<file path="config.mk">
export PLATFORM = sky130hd
export DESIGN_NAME = pipeline_ctrl
export DESIGN_NICKNAME = d
export VERILOG_FILES = /design/src/rtl/pipeline_ctrl.sv
export SDC_FILE = /design/constraint.sdc
export NUM_CORES = 1
export LEC_CHECK = 0
export ABC_AREA = 1
export BUFFER_PORTS_ARGS = -buffer_cell sky130_fd_sc_hd__buf_4
export CAP_MARGIN = 20
export CORE_ASPECT_RATIO = 0.9
export CORE_MARGIN = 2
export CORE_UTILIZATION = 25
export DETAILED_ROUTE_END_ITERATION = 6
export PLACE_DENSITY_LB_ADDON = 0.15
export SYNTH_ARGS = -nofsm -noshare
export SYNTH_HDL_FRONTEND = slang
export SYNTH_SLANG_ARGS = --single-unit
</file>
<file path="constraint.sdc">
create_clock -name clk -period 1.6 [get_ports clk]
set_input_delay 0.08 -clock clk [delete_from_list [all_inputs] [get_ports clk]]
set_output_delay 0.08 -clock clk [all_outputs]
set_load 0.005 [all_outputs]
</file>
<file path="src/rtl/pipeline_ctrl.sv">
// Stall/flush sequencer for the 5-stage rv32i pipeline: merges load-use, I/D-memory wait
// and branch mispredict into PC and pipeline-register load/flush enables.
module pipeline_ctrl #(
    parameter int XLEN  = 32,
    parameter int CNT_W = 32
) (
    input  logic             clk,
    input  logic             rst,
    input  logic             load_use_stall,
    input  logic             imem_read,
    input  logic             imem_resp,
    input  logic             dmem_req,
    input  logic             dmem_resp,
    input  logic             br_mispredict,
    input  logic [XLEN-1:0]  br_target,
    output logic             pc_load,
    output logic             pc_sel,
    output logic [XLEN-1:0]  redirect_pc,
    output logic             if_id_load,
    output logic             id_ex_load,
    output logic             ex_mem_load,
    output logic             mem_wb_load,
    output logic             if_id_flush,
    output logic             id_ex_flush,
    output logic             redir_pend,
    output logic [CNT_W-1:0] stall_cnt,
    output logic [CNT_W-1:0] flush_cnt
);

    typedef enum logic {RUN, REDIR} state_t;

    state_t state;
    logic   mstall;
    logic   fstall;
    logic   take_br;
    logic   enter_redir;
    logic   leave_redir;
    logic   stall_evt;

    function automatic logic [CNT_W-1:0] wrap_inc(input logic [CNT_W-1:0] v);
        return v + {{(CNT_W-1){1'b0}}, 1'b1};
    endfunction

    assign mstall = dmem_req & ~dmem_resp;
    assign fstall = imem_read & ~imem_resp;

    always_comb begin
        pc_load     = 1'b0;
        pc_sel      = 1'b0;
        if_id_load  = 1'b0;
        id_ex_load  = 1'b0;
        ex_mem_load = 1'b0;
        mem_wb_load = 1'b0;
        if_id_flush = 1'b0;
        id_ex_flush = 1'b0;
        take_br     = 1'b0;
        enter_redir = 1'b0;
        leave_redir = 1'b0;
        stall_evt   = 1'b0;
        if (rst) begin
            if (state == RUN) begin
                if (mstall) begin
                    stall_evt = 1'b1;
                end else if (br_mispredict) begin
                    take_br     = 1'b1;
                    if_id_load  = 1'b1;
                    id_ex_load  = 1'b1;
                    ex_mem_load = 1'b1;
                    mem_wb_load = 1'b1;
                    if_id_flush = 1'b1;
                    id_ex_flush = 1'b1;
                    // A fetch still in flight must land before the PC can be redirected.
                    pc_load     = ~fstall;
                    enter_redir = fstall;
                end else if (load_use_stall) begin
                    stall_evt   = 1'b1;
                    id_ex_flush = 1'b1;
                    ex_mem_load = 1'b1;
                    mem_wb_load = 1'b1;
                end else if (fstall) begin
                    if_id_flush = 1'b1;
                    id_ex_load  = 1'b1;
                    ex_mem_load = 1'b1;
                    mem_wb_load = 1'b1;
                end else begin
                    pc_load     = 1'b1;
                    if_id_load  = 1'b1;
                    id_ex_load  = 1'b1;
                    ex_mem_load = 1'b1;
                    mem_wb_load = 1'b1;
                end
            end else begin
                // Wrong-path fetch in flight: ID only ever sees bubbles.
                if_id_flush = 1'b1;
                id_ex_load  = ~mstall;
                ex_mem_load = ~mstall;
                mem_wb_load = ~mstall;
                stall_evt   = mstall;
                pc_load     = imem_resp;
                pc_sel      = imem_resp;
                leave_redir = imem_resp;
            end
        end
    end

    assign redir_pend = (state == REDIR);

    always_ff @(posedge clk or negedge rst) begin
        if (!rst) begin
            state       <= RUN;
            redirect_pc <= '0;
            stall_cnt   <= '0;
            flush_cnt   <= '0;
        end else begin
            if (take_br) begin
                redirect_pc <= br_target;
                flush_cnt   <= wrap_inc(flush_cnt);
            end
            if (stall_evt) begin
                stall_cnt <= wrap_inc(stall_cnt);
            end
            if (enter_redir) begin
                state <= REDIR;
            end else if (leave_redir) begin
                state <= RUN;
            end
        end
    end

endmodule

</file>
Word-level counts from Yosys, hierarchy flattened
Cells that the tools add are included.
{"block": "word_totals", "regBits": 97, "ram_bits": 0, "wordCells": 58, "latchBits": 0, "out_inout_bits": 105, "rom_bits": 0, "input_bits": 40, "memories": 0}
{"block": "op_classes", "magnitude_cmp": 0, "n_mux": 45, "n_addsub": 2, "reduce_logical": 1, "multipliers": 0, "div": 0, "shift": 0, "eq_ne": 0, "bitwise": 6}
{"op": "$add A32 B1 Y32 const B", "count": 2}
{"op": "$mux W1", "count": 45}
{"op": "$not A1 Y1", "count": 4}
{"op": "$and A1 B1 Y1", "count": 2}
{"op": "$reduce_bool A2 Y1", "count": 1}

Longest topological paths before layout
{"block": "depth", "word_depth": 8, "depth_mapped": 10, "depth_no_buf": 10}

Worst setup path after synthesis
OpenSTA, ideal clock, no wires.
{"block": "synth_timing", "path_kind": "register -> register", "from": "register flush_cnt[0]", "to": "register flush_cnt[24]", "required_time_ps": 1483, "path_stages_with_launch": 11, "path_slack_ps": 171, "t_arrival_ps": 1312, "path_cell_list": "dfrtp_1 > ha_1 > inv_1 > nor2_1 > nand2_1 > nor2_1 > nand2_1 > nor2_2 > nand2_1 > nand2_1 > nand2_1"}
{"block": "synth_between", "elab_chain_len": 1}
{"element": "from (decl)", "line_no": "27", "rtl": "output logic [CNT_W-1:0] flush_cnt"}
{"element": "from (signal assigned)", "line_no": "117", "rtl": "flush_cnt <= wrap_inc(flush_cnt);"}
{"element": "$add A32 B1 Y32", "line_no": "41", "rtl": "return v + {{(CNT_W-1){1'b0}}, 1'b1};"}
No other way between the ends.
A chain may end at the register's enable or synchronous reset.

Final worst setup path
{"block": "layout_timing", "from": "register state, in the netlist redir_pend", "to": "output pc_load"}
{"block": "layout_between", "elab_chain_len": 2}
{"element": "from (decl)", "line_no": "32", "rtl": "state_t state;"}
{"element": "from (signal assigned)", "line_no": "110", "rtl": "state <= RUN;"}
{"element": "from (signal assigned)", "line_no": "123", "rtl": "state <= REDIR;"}
{"element": "from (signal assigned)", "line_no": "125", "rtl": "state <= RUN;"}
{"element": "$mux W1", "line_no": "61", "rtl": "if (state == RUN) begin"}
{"element": "$mux W1", "line_no": "60", "rtl": "if (rst) begin"}
{"element": "to (decl)", "line_no": "16", "rtl": "output logic pc_load,"}
No other way between the ends.

==> PnR_summary.wiki <==
{| class="wikitable"
! Metric !! Value
|-
| Switching Fraction || 0.297
|-
| Clock network fraction of total power || 0.299
|-
| Drt via density || about 4.2
|-
| Critical Setup Path Class || reg -> out
|-
| Routed via count || 4718
|-
| Met2 Resource Use GR || 0.243
|-
| Net switching power || roughly 2.4 mW
|-
| Number of remaining DRC errors || 0
|-
| Diodes inserted || 0
|-
| Post-detailed-route count of antenna-violating nets || 0
|-
| Number of nets at the end of the flow || a little over 900
|-
| Number of CTS-inserted buffers || 9
|-
| Syn. warnings || 0
|-
| Element type at the critical path end || output port
|-
| Die outline area || around 21000 µm²
|-
| Slew @ Worst Pin || roughly 470 ps
|-
| Number of hold-slack violations in the final timing report || 0
|-
| Max-cap check violation count || 0
|-
| Count of mapped cells out of synthesis || about 640
|-
| Sequential share of the synthesized area || 0.494
|-
| Min Clock Period, post-route || around 1500 ps
|-
| Highest attainable clock frequency || between 600 and 700 MHz
|-
| Routability cong. || 0.766
|-
| Part of the power in registers || 0.421
|-
| Total Wirelength || approximately 15 mm
|-
| Largest net degree at the start of global routing || 79
|-
| Die span in y || approximately 140 µm
|-
| Leading register cell type out of synthesis || sky130_fd_sc_hd__dfrtp_1
|-
| Internal power summed over all cells || approximately 5.6 mW
|-
| Post-synthesis share of cell area spent on full adders, half adders and majority gates || 0.00763
|-
| Skew-Pair Late Insertion Delay || approximately 350 ps
|-
| Maximum level of the CTS H-tree || 3
|-
| Compound-Gate Fraction of Synth Area || 0.0130
|-
| Number of nets produced by synthesis || between 600 and 700
|-
| Share of final-layout standard cells stronger than drive strength 1 || 0.281
|-
| Met1 global-route usage || 0.193
|-
| Worst path most repeated cell || sky130_fd_sc_hd__buf_4
|-
| Share of the synthesized area in the top cell type || 0.494
|-
| First-pass GRT wire length || between 20 and 25 mm
|-
| Family of cells with the greatest summed delay on the critical path || flip-flops
|-
| Part of the power in combinational logic || 0.281
|-
| Slew headroom || 0.683
|-
| Initial cell density of the core || 0.256
|-
| Number of clock sinks || 97
|-
| Status || finished clean
|-
| GRT Residual Overflow || 0
|-
| Average wire per cell in the routed design || between 10 and 15 µm
|-
| Ratio of total power to cell area || 1070 nW/µm²
|-
| Master of the slowest instance on the critical path || sky130_fd_sc_hd__dfrtp_1
|-
| Total half-perimeter wirelength after legalization and detailed placement || 11.2 mm
|-
| Max VDD drop || 634 µV
|-
| Floorplan die width || 152 µm
|-
| Placed cell count || 1070
|-
| Critical Path AT || approximately 1500 ps
|-
| Unrepaired setup endpoints after global routing || true
|-
| Area fraction in and, or, nand and nor cells after synthesis || 0.356
|-
| Synth Register Bits || 97
|-
| Initial antenna violation count || 0
|-
| Maximum fanout along the worst path || 4
|-
| Kind of launch point of the worst setup path || flip-flop
|-
| Dominant cell by count in the synthesized netlist || sky130_fd_sc_hd__nand2_1
|-
| Grt peak-use layer || met2
|-
| Ratio of final minimum period to clock period || 0.958
|-
| IO buf count || 144
|-
| Number of rows created at floorplan || 48
|-
| Count of TritonRoute iterations in the first routing pass || 5
|-
| Cell breakdown of the critical path || inv_2 -> buf_4 -> nor3_1 -> a21o_1 -> buf_4
|-
| List of most frequent post-synthesis cells || sky130_fd_sc_hd__nand2_1, sky130_fd_sc_hd__dfrtp_1, sky130_fd_sc_hd__nor2_1
|-
| CTS tree || yes
|-
| Crit path buffers/inverters || 3
|-
| Portion of netlist area occupied by mux cells || 0
|-
| Number of global-route vias before repair || between 4000 and 5000
|-
| CTS clock-pin slew for the worst setup and hold paths || approximately 70 ps
|-
| Required time worst endpoint || between 1500 and 2000 ps
|-
| Count of endpoints failing setup in the final report || 0
|-
| Netlist area before placement || just under 5000 µm²
|-
| Worst clock skew || 11.0 ps
|-
| Clock buffer depth || 2
|-
| Top-level port count || roughly 150
|-
| Combinational family with the most area after synthesis || simple AND/OR/NAND/NOR gates
|-
| Critical path's largest stage delay || about 380 ps
|-
| Core Footprint || between 15000 and 20000 µm²
|-
| Placed cell area || 6630 µm²
|-
| Leading area contributor after synthesis || sky130_fd_sc_hd__dfrtp_1
|-
| Clk Tree Root Cell || sky130_fd_sc_hd__clkbuf_16
|-
| Static Leak || roughly 3.8 nW
|-
| Area grow syn2layout || 51.3%
|-
| Share of synthesized flip-flops with an asynchronous set or reset || 1.00
|-
| First DRT Iteration DRCs || 176
|-
| Overall Global Routing Usage || 0.147
|-
| Area share of xor/xnor cells in the synthesized design || 0.0695
|-
| Final design instance area without fill || 7440 µm²
|-
| Number of library cell types mapped by synthesis || 30
|-
| Main area contributors after synthesis || sky130_fd_sc_hd__dfrtp_1, sky130_fd_sc_hd__nand2_1, sky130_fd_sc_hd__nor2_1, sky130_fd_sc_hd__inv_1, sky130_fd_sc_hd__nand3_1
|-
| Number of enable flip-flop cells after synthesis || 0
|-
| Count of pins over their slew limit || 0
|-
| Worst hold-check path type || in -> reg
|-
| Average size of a mapped cell || 7.67 µm²
|-
| Number of standard cells in the final layout excluding fillers || around 1100
|-
| Met3 capacity usage during global routing || 0.0396
|}
==> cell usage in the layout, fill, tap and decap left out, types with 2 or more instances in the layout <==
master                          netlist  layout
sky130_fd_sc_hd__buf_4                2     189
sky130_fd_sc_hd__nand2_4              0       2
sky130_fd_sc_hd__nor2_1              85      69
sky130_fd_sc_hd__nor2_2               3      13
sky130_fd_sc_hd__o21ai_0              3       2
sky130_fd_sc_hd__nor3_4               2       2
sky130_fd_sc_hd__nand2_1            257     254
sky130_fd_sc_hd__ha_1                 3       3
sky130_fd_sc_hd__inv_1               60      59
sky130_fd_sc_hd__a21oi_1              2       2
sky130_fd_sc_hd__and2_1               2       2
sky130_fd_sc_hd__xnor2_1             20      20
sky130_fd_sc_hd__nand2_2              1       2
sky130_fd_sc_hd__bufinv_16            0       2
sky130_fd_sc_hd__xor2_1              19      19
sky130_fd_sc_hd__dfrtp_1             97      92
sky130_fd_sc_hd__buf_12               0       4
sky130_fd_sc_hd__nand4_1             11      11
sky130_fd_sc_hd__nor2_4               1       7
sky130_fd_sc_hd__dfrtp_2              0       5
sky130_fd_sc_hd__clkbuf_16            0       9
sky130_fd_sc_hd__nand3_1             40      39
sky130_fd_sc_hd__nor3_1               9       8
sky130_fd_sc_hd__inv_2                2       3
sky130_fd_sc_hd__dlygate4sd3_1        0      35
sky130_fd_sc_hd__nand3b_1             6       6
==> what timing repair did <==
action	in CTS	in global routing
hold buffers	35	0
setup endpoints to repair	1	43
endpoints found under the hold margin	86	0
resized for setup	2	37
pin swaps	0	1
buffers inserted	0	3
==> worst paths after layout <==
path	cells after the start	slack, ps	end	from
setup / recovery	5	70	pc_load	redir_pend$_DFFE_PN0P_
hold / removal	3	80	redir_pend$_DFFE_PN0P_	imem_read
setup reg to reg	7	120	stall_cnt[7]$_DFFE_PN0P_	redir_pend$_DFFE_PN0P_
hold reg to reg	2	480	redirect_pc[28]$_DFFE_PN0P_	redirect_pc[28]$_DFFE_PN0P_
max in group asynchronous	3	430	flush_cnt[12]$_DFFE_PN0P_	rst
min in group asynchronous	2	370	stall_cnt[21]$_DFFE_PN0P_	rst
==> worst reg2reg max path, cell delays in order (launching register included) <==
cell and delay, ps:
sky130_fd_sc_hd__dfrtp_1 400, sky130_fd_sc_hd__nor2_1 140, sky130_fd_sc_hd__nand2_1 130, sky130_fd_sc_hd__nand2_2 110, sky130_fd_sc_hd__nand2_4 130, sky130_fd_sc_hd__buf_4 200
sky130_fd_sc_hd__nor2_1 140, sky130_fd_sc_hd__xor2_1 160
==> stage by stage <==
stage               total power [mW]  utilization  setup TNS [ps]  worst slack, ps  hold WS (ps)
floorplan                       4.09            -               0              171          -216
global placement                5.52        0.345               0             41.0         -25.0
detailed placement              5.48        0.345               0             31.6         -24.0
CTS                             8.00        0.380               0             9.38          67.7
global route                    8.48        0.387           -36.8            -18.6          80.0
finish                          7.96        0.387               0             68.0          78.8
==> power groups by stage <==
stage | combinational [mW] | sequential (mW) | clock (mW)
floorplan | 0.706 | 3.39 | 0
global placement | 2.14 | 3.38 | 0
detailed placement | 2.13 | 3.36 | 0
CTS | 2.19 | 3.34 | 2.47
global route | 2.50 | 3.43 | 2.56
finish | 2.23 | 3.35 | 2.38
==> final cells by class <==
type / count / area, µm²
Clock buffer: 10 / 229
Clock inverter: 6 / 90.1
Fill cell: 1982 / 11800
Inverter: 62 / 233
Multi-Input combinational cell: 471 / 2290
Sequential cell: 97 / 2430
Tap cell: 250 / 313
Timing Repair Buffer: 228 / 1850
==> cell families after synthesis <==
family                     count (synthesis)
AOI/OAI and AO/OA                         10
xor gates and xnor gates                  39
adders and majority gates                  3
buffers and inverters                     73
DFF                                       97
and+or+nand+nor                          419
==> layer usage <==
metal | part of all wire | up-vias
li1 | - | 2432
met1 | 0.47 | 2173
met2 | 0.47 | 103
met3 | 0.052 | 10
met4 | 0.0091 | 0
met5 | 0 | -
==> sequential cells by signal, summed over array words and instances (netlist names) <==
| signal | flops |
|---|---|
| stall_cnt | 32 |
| redir_pend | 1 |
| flush_cnt | 32 |
| redirect_pc | 32 |
Note: power is estimated with default switching activity, not from simulation.
